File: src/rtl/resp_arb.sv
// resp_arb: shares the single UART_comm transmit path (resp/send_resp/resp_sent)
// among NREQ response sources. Requester 0 has fixed priority; requesters
// 1..NREQ-1 share round-robin. Each response is followed by a GAP_CYC idle gap.
// Optional resp_sent watchdog: define RESP_ARB_TMO_EN to enable (limit TMO_CYC).
module resp_arb #(
    parameter int unsigned NREQ    = 4,
    parameter int unsigned GAP_CYC = 16,
    parameter int unsigned TMO_CYC = 2000000
) (
    input  logic                clk,
    input  logic                rst,
    input  logic [NREQ-1:0]     req,
    input  logic [8*NREQ-1:0]   req_byte,
    output logic [NREQ-1:0]     gnt,
    output logic [NREQ-1:0]     done,
    output logic [7:0]          resp,
    output logic                send_resp,
    input  logic                resp_sent,
    output logic                busy,
    output logic                tmo_err
);

    localparam int unsigned IW       = $clog2(NREQ);
    localparam logic [7:0]  GAP_LOAD = (GAP_CYC > 0) ? 8'(GAP_CYC - 1) : 8'd0;

    typedef enum logic [1:0] {
        S_IDLE = 2'd0,
        S_SEND = 2'd1,
        S_WAIT = 2'd2,
        S_GAP  = 2'd3
    } state_t;

    state_t              r_state, w_state_nxt;
    logic [7:0]          r_resp, w_resp_nxt;
    logic [IW-1:0]       r_owner, w_owner_nxt;
    logic [IW-1:0]       r_rr_ptr, w_rr_nxt;
    logic [7:0]          r_gap_cnt, w_gap_nxt;
    logic [NREQ-1:0]     r_gnt, w_gnt_nxt;
    logic [NREQ-1:0]     r_done, w_done_nxt;
    logic                r_send, w_send_nxt;
    logic                r_busy, w_busy_nxt;
    logic                r_tmo_err, w_tmo_nxt;

    logic                w_found;
    logic [IW-1:0]       w_win;
    logic [IW-1:0]       w_cand;
    logic [7:0]          w_byte;

`ifdef RESP_ARB_TMO_EN
    localparam int unsigned TW = $clog2(TMO_CYC + 1);
    logic [TW-1:0]       r_tmo_cnt, w_tmo_cnt_nxt;
`else
    logic                w_unused_tmo;
    assign w_unused_tmo = (TMO_CYC == 0);
`endif

    // Winner select: requester 0 first, else round-robin over 1..NREQ-1 after rr_ptr
    always_comb begin
        w_found = 1'b0;
        w_win   = '0;
        w_cand  = '0;
        if (req[0]) begin
            w_found = 1'b1;
        end else begin
            for (int k = 0; k < int'(NREQ) - 1; k++) begin
                w_cand = IW'(((int'(r_rr_ptr) + k) % (int'(NREQ) - 1)) + 1);
                if (!w_found && req[w_cand]) begin
                    w_found = 1'b1;
                    w_win   = w_cand;
                end
            end
        end
    end

    // Byte of the selected winner
    always_comb begin
        w_byte = 8'h00;
        for (int i = 0; i < int'(NREQ); i++) begin
            if (w_win == IW'(i)) w_byte = req_byte[8*i +: 8];
        end
    end

    // Next-state and next-output logic
    always_comb begin
        w_state_nxt = r_state;
        w_resp_nxt  = r_resp;
        w_owner_nxt = r_owner;
        w_rr_nxt    = r_rr_ptr;
        w_gap_nxt   = r_gap_cnt;
        w_gnt_nxt   = '0;
        w_done_nxt  = '0;
        w_send_nxt  = 1'b0;
        w_tmo_nxt   = 1'b0;
`ifdef RESP_ARB_TMO_EN
        w_tmo_cnt_nxt = r_tmo_cnt;
`endif
        case (r_state)
            S_IDLE: begin
                if (w_found) begin
                    w_state_nxt      = S_SEND;
                    w_resp_nxt       = w_byte;
                    w_owner_nxt      = w_win;
                    w_gnt_nxt[w_win] = 1'b1;
                    w_send_nxt       = 1'b1;
                    if (w_win != '0) w_rr_nxt = w_win;
                end
            end
            S_SEND: begin
                w_state_nxt = S_WAIT;
`ifdef RESP_ARB_TMO_EN
                w_tmo_cnt_nxt = '0;
`endif
            end
            S_WAIT: begin
                if (resp_sent) begin
                    w_done_nxt[r_owner] = 1'b1;
                    if (GAP_CYC == 0) begin
                        w_state_nxt = S_IDLE;
                    end else begin
                        w_state_nxt = S_GAP;
                        w_gap_nxt   = GAP_LOAD;
                    end
                end
`ifdef RESP_ARB_TMO_EN
                else if (r_tmo_cnt == TW'(TMO_CYC - 1)) begin
                    w_tmo_nxt   = 1'b1;
                    w_state_nxt = S_IDLE;
                end else begin
                    w_tmo_cnt_nxt = r_tmo_cnt + TW'(1);
                end
`endif
            end
            S_GAP: begin
                if (r_gap_cnt == 8'd0) w_state_nxt = S_IDLE;
                else                   w_gap_nxt   = r_gap_cnt - 8'd1;
            end
            default: w_state_nxt = S_IDLE;
        endcase
        w_busy_nxt = (w_state_nxt != S_IDLE);
    end

    // State and registered outputs
    always_ff @(posedge clk or posedge rst) begin
        if (rst) begin
            r_state   <= S_IDLE;
            r_resp    <= 8'h00;
            r_owner   <= '0;
            r_rr_ptr  <= '0;
            r_gap_cnt <= 8'd0;
            r_gnt     <= '0;
            r_done    <= '0;
            r_send    <= 1'b0;
            r_busy    <= 1'b0;
            r_tmo_err <= 1'b0;
        end else begin
            r_state   <= w_state_nxt;
            r_resp    <= w_resp_nxt;
            r_owner   <= w_owner_nxt;
            r_rr_ptr  <= w_rr_nxt;
            r_gap_cnt <= w_gap_nxt;
            r_gnt     <= w_gnt_nxt;
            r_done    <= w_done_nxt;
            r_send    <= w_send_nxt;
            r_busy    <= w_busy_nxt;
            r_tmo_err <= w_tmo_nxt;
        end
    end

`ifdef RESP_ARB_TMO_EN
    // Watchdog counter for cycles spent in WAIT
    always_ff @(posedge clk or posedge rst) begin
        if (rst) r_tmo_cnt <= '0;
        else     r_tmo_cnt <= w_tmo_cnt_nxt;
    end
`endif

    assign gnt       = r_gnt;
    assign done      = r_done;
    assign resp      = r_resp;
    assign send_resp = r_send;
    assign busy      = r_busy;
    assign tmo_err   = r_tmo_err;

endmodule
File: config.mk
export PLATFORM = sky130hd
export DESIGN_NAME = resp_arb
export DESIGN_NICKNAME = d
export VERILOG_FILES = /design/src/rtl/resp_arb.sv
export SDC_FILE = /design/constraint.sdc
export NUM_CORES = 1
export LEC_CHECK = 0
export BUFFER_PORTS_ARGS = -buffer_cell sky130_fd_sc_hd__buf_2
export CAP_MARGIN = 20
export CORE_AREA = 4 4 64 66
export DETAILED_ROUTE_END_ITERATION = 16
export DIE_AREA = 0 0 68 70
export GPL_TIMING_DRIVEN = 0
export PLACE_DENSITY = 0.78
export RECOVER_POWER = 50
export SYNTH_ARGS = -nofsm -noshare
export SYNTH_HDL_FRONTEND = slang
export SYNTH_SLANG_ARGS = --single-unit
File: constraint.sdc
create_clock -name clk -period 3.3 [get_ports clk]
set_input_delay 0.165 -clock clk [delete_from_list [all_inputs] [get_ports clk]]
set_output_delay 0.165 -clock clk [all_outputs]
set_load 0.02 [all_outputs]
# Word-level counts from Yosys, hierarchy flattened
# Index checks and enable logic that the tools add are counted.
# W data, S select, Z words.
[totals]
output_inout_bits = 19
ff_bits = 32
elab_cells = 85
in_bits = 39
[op_classes]
eq_ne = 8
n_mux = 37
add_sub_neg = 6
order_cmp = 7
n_reduce_logical = 15
n_div = 3
[ops]
columns = ["cell", "count"]
rows = [
  ["$mod A32 B3 Y32 const B", 2],
  ["$mux W8", 6],
  ["$mod A3 B3 Y32 const B", 1],
  ["$mux W4", 4],
  ["$pmux W8 S2", 1],
  ["$lt A2 B3 Y1 const B", 5],
  ["$mux W2", 7],
  ["$mux W1", 13],
  ["$eq A2 B2 Y1 const B", 4],
  ["$logic_not A8 Y1", 1],
  ["$pmux W2 S4", 1],
  ["$sub A8 B1 Y8 const B", 1],
  ["$add A2 B2 Y2 const B", 3],
  ["$bmux W1 S2", 3],
  ["$reduce_and A3 Y1", 2],
  ["$reduce_bool A2 Y1", 3],
  ["$demux W1 S2", 2],
  ["$eq A2 B1 Y1 const B", 2],
  ["$ge A2 B1 Y1 const B", 2],
  ["$logic_and A1 B1 Y1", 4],
  ["$logic_not A2 Y1", 2],
  ["$ne A2 B2 Y1 const B", 2],
  ["$add A2 B1 Y3 const B", 1],
  ["$add A2 B2 Y3 const B", 1],
  ["other kinds (2)", 3],
]

# Longest topological paths before layout
[depth]
depth_word = 20
mapped_depth = 9
ltp_nobuf = 8

# Worst setup path before layout
# Ideal clock, no wire load.
[synth_timing]
kind = "register to register"
startpoint = "reg r_rr_ptr[0]"
endpoint = "reg r_resp[0], in the netlist resp[0]"
period_less_slack_ns = 2.801
arrival_ns = 2.676
n_path_buf = 0
slack_ns = 0.499
path_stages_with_launch = 8
t_required_ns = 3.175
cell_sequence = "dfrtp_1 > inv_1 > ha_1 > mux4_2 > nand2b_4 > a211oi_4 > mux4_1 > mux2_2"
[synth_between]
elab_chain_cells = 19
[synth_rtl]
columns = ["element", "line_no", "rtl"]
rows = [
  ["start, declared", "36", "logic [IW-1:0] r_rr_ptr, w_rr_nxt;"],
  ["start signal, assigned", "159", "r_rr_ptr <= w_rr_nxt;"],
  ["branches (longest 19 deep; another with $mod A32 B3 Y32)", "n/a", ""],
  ["end signal, assigned", "157", "r_resp <= w_resp_nxt;"],
  ["end, declared", "34", "logic [7:0] r_resp, w_resp_nxt;"],
]
# Several ways; the timed one is not identified. The select of a mux whose other input is x is not followed.
# A chain may end at the register's enable or synchronous reset.

# Worst setup path in the final report
[layout_timing]
startpoint = "reg r_rr_ptr[0]"
endpoint = "reg r_resp[7], in the netlist resp[7]"
# The elaborated chain is that of the path after synthesis.

==> qor.yml <==
crit_chain: "inv_1 > ha_1 > mux4_2 > nand2b_4 > a211oi_4 > mux4_1 > mux2_2"
ys.warnings.count: 0
synthesized_flop_and_latch_total: 32
tritoncts: "yes"
final.setup.worst_slack_ns: 0.2509
grt_antenna_before_repair: 0
grt_pass1_wl_um: 6285
p_total_mw: 1.504
switching_share: 0.3795
setup-violations-final: 0
postRouteWirelength_um: 3621
hold_viol_final: 0
post-synth-top-area-cell: "dfrtp_1"
sequential_to_total_area_share_from_yosys_stat: 0.4634
worst_hold_path.num_cells: 3
worstSetupEndpointType: "flop"
timing_worst_slew_pin_value_ns: 1.158
synth_top_family_by_area: "multiplexers"
dieArea_um2: 4760
synth_compound_gate_area_share: 0.1057
synth_simple_gate_area_frac: 0.1593
synth_edf_count: 0
vias_in_the_first_global_route: 1426
drt_iter0_markers: 77
worst-r2r-cell-count: 7
synth_xor_area_frac: 0.02534
cts-buffers-inserted: 5
num-nets-final: 267
chipWidth_um: 68
outcome: "complete, no violations"
start_util: 0.4829
worst_slew_margin_rel: 0.2279
core.rowCount: 22
drt-vias-per-instance: 5.169
grt_overflow_total: 0
finalHoldWorstSlack_ns: 0.1456
timing.critical_path.required_ns: 3.53
die_height_um: 70
worst_hold_path_type: "primary input to flop"
setup_repair_after_global_routing_missed_its_margin: "false"
port_buffers: 56
total_leakage_power_nw: 1.043
fillCellCount: 333
async_set_or_reset_flop_fraction_in_the_synthesized_netlist: 1.000
worstHoldEndpoint: "resp[4]$_DFFE_PP0N_"
cts.clk_slew.worst_paths_ns: 0.10
placement_stage_worst_setup_slack_ns: 0.2584
p_per_area_nw_per_um2: 699.3
dominant_delay_contributor_by_cell_family_on_the_critical_path: "multiplexers"
worstPathMaxFanout: 8
layout.cells.most_common_list: "buf_2, dfrtp_1, nand2_1, mux2i_1, nor2_1"
clock-skew-final_ns: 0.002617
final.setup.tns_ns: 0
netlist_instances: 158
synth.area.top_cells: "dfrtp_1, mux2i_1, nand2_1"
part_of_the_power_in_registers: 0.397
critPathBufInv: 1
post_synth.cell_area_avg_um2: 10.94
maxClockFrequency_mhz: 328.0
worstReg2RegStart: "r_rr_ptr[0]$_DFFE_PP0P_"
dr.pass1.iters: 4
critical_path.slowest_cell: "mux4_1"
global_placement_routability_congestion: 0.8582
core_area_um2: 3578
post_route_cells_drive_above_1_share: 0.3125
synthFlopType: "dfrtp_1"
finalMaxSlewViolations: 0
arrival_ns: 3.28
syn-cell-area_um2: 1728
dpl_cell_area_um2: 2096
yosysUniqueCellTypes: 41
place_hpwl_um: 2823
timing.critical_path.slowest_cell_delay_ns: 0.63
global_route.usage.total: 0.1739
worstSetupPathType: "flop to flop"
grt_start_max_net_pins: 23
yosys.area.top_type_share: 0.4634
boundaryPins: 58
p_int_mw: 0.9333
part_of_the_power_in_combinational_logic: 0.407
vias: 1406
layout-area-overhead-vs-synth_pct: 24.47
vdd_drop_max_mv: 0.4136
setup_slack_of_the_most_critical_reg_to_reg_path_ns: 0.25
routedWlPerCell_um: 13.31
remaining_routing_drc_violations: 0
cp_launch_type: "flop"
clock_insertion_delay_worst_skew_ns: 0.34
drv.max_cap_violation_count: 0
finish.instance_area_um2: 2151
tritoncts_num_sinks: 32
r2r-end: "resp[7]$_DFFE_PP0N_"
antenna_left: 0
switchingPower_mw: 0.5707
shortest_clock_period_the_worst_path_allows_after_layout_ns: 3.049
cts.root.buffer_cell: "clkbuf_4"
cts_max_level: 2
antenna-diode-count: 0
worstHoldStart: "req_byte[12]"
pwr-share-clk: 0.196
cts.path.max_buffers: 2
synthMuxAreaShare: 0.1745
final.period_utilization: 0.9240
yosys.area_share.adder: 0.03621
commonest_non_fill_non_tap_cell_in_the_layout: "buf_2"
synth_fp_nets: 202
routing by layer:
metal | up-vias | GRT usage | routed length, µm
li1 | 690 | - | -
met1 | 655 | 0.2166 | 1506
met2 | 53 | 0.2719 | 1749
met3 | 8 | 0.06109 | 283
met4 | 0 | 0.06623 | 80
met5 | - | 0 | 0
cell usage after synthesis (all sizes together) (2+ instances only):
cell / number
a21oi: 2
buf: 3
dfrtp: 32
ha: 5
inv: 8
mux2: 3
mux2i: 17
mux4: 4
nand2: 23
nand2b: 4
nand3: 3
nor2: 15
nor3: 5
nor4: 2
o21ai: 2
o221ai: 5
or2: 3
xnor2: 4
stage by stage:
| step | utilization | instances |
|---|---|---|
| 2_1_floorplan | - | 158 |
| 3_3_place_gp | 0.5780 | 262 |
| 3_5_place_dp | 0.5857 | 263 |
| 4_1_cts | 0.6108 | 272 |
| 5_1_grt | 0.6010 | 272 |
| 6_report | 0.6010 | 272 |
sequential cells by signal, summed over array words and instances (netlist names):
register,count
busy,1
done,4
gnt,4
r_gap_cnt,8
r_owner,2
r_rr_ptr,2
r_state,2
resp,8
send_resp,1
final cells by class:
type	instances	area (µm²)	area share
well taps	48	60.06	0.02792
clock buffers	5	37.54	0.01745
repair buffers	58	282.8	0.1315
multi-input cells	114	869.6	0.4043
flip-flops and latches	32	800.8	0.3723
plain buffers	4	27.53	0.01280
inverters	8	30.03	0.01396
clock inverters	3	42.54	0.01978
worst reg2reg max path, stage by stage, from the launching register on:
cell and delay (ns):
dfrtp_1 0.43, inv_1 0.10, ha_1 0.26, mux4_2 0.55
nand2b_4 0.18, a211oi_4 0.51, mux4_1 0.63, mux2_2 0.28
kinds of logic after synthesis:
logic type               after synthesis
other                                  1
buffers and inverters                 12
XOR/XNOR                               5
AO/OA/AOI/OAI                         20
multiplexers                          24
AND/OR/NAND/NOR                       59
adder cells (fa/ha/maj)                5
flip-flops                            32
how the worst max path moves through the flow:
stage	depth (start not counted)	start	slack, ns	end
3_3_place_gp	8	r_rr_ptr[1]$_DFFE_PP0P_	0.30	resp[0]$_DFFE_PP0N_
2_1_floorplan	7	r_rr_ptr[0]$_DFFE_PP0P_	0.50	resp[0]$_DFFE_PP0N_
4_1_cts	7	r_rr_ptr[0]$_DFFE_PP0P_	0.24	resp[7]$_DFFE_PP0N_
3_5_place_dp	8	r_rr_ptr[1]$_DFFE_PP0P_	0.26	resp[7]$_DFFE_PP0N_
6_report	7	r_rr_ptr[0]$_DFFE_PP0P_	0.25	resp[7]$_DFFE_PP0N_
5_1_grt	8	r_rr_ptr[1]$_DFFE_PP0P_	0.1	resp[7]$_DFFE_PP0N_
power by group through the flow:
| stage | registers, mW | clock network (mW) | logic [mW] |
|---|---|---|---|
| after global placement | 0.598 | 0 | 0.599 |
| final | 0.597 | 0.295 | 0.612 |
| after detailed placement | 0.600 | 0 | 0.619 |
| after CTS | 0.595 | 0.306 | 0.622 |
| after floorplan | 0.643 | 0 | 0.408 |
| after global routing | 0.613 | 0.319 | 0.682 |
timing repair:
item	CTS	global route
hold endpoints to repair	10	0
buffers inserted	0	0
hold buffers	1	0
resized for setup	0	0
No activity file was read; power rests on OpenSTA's default activity.
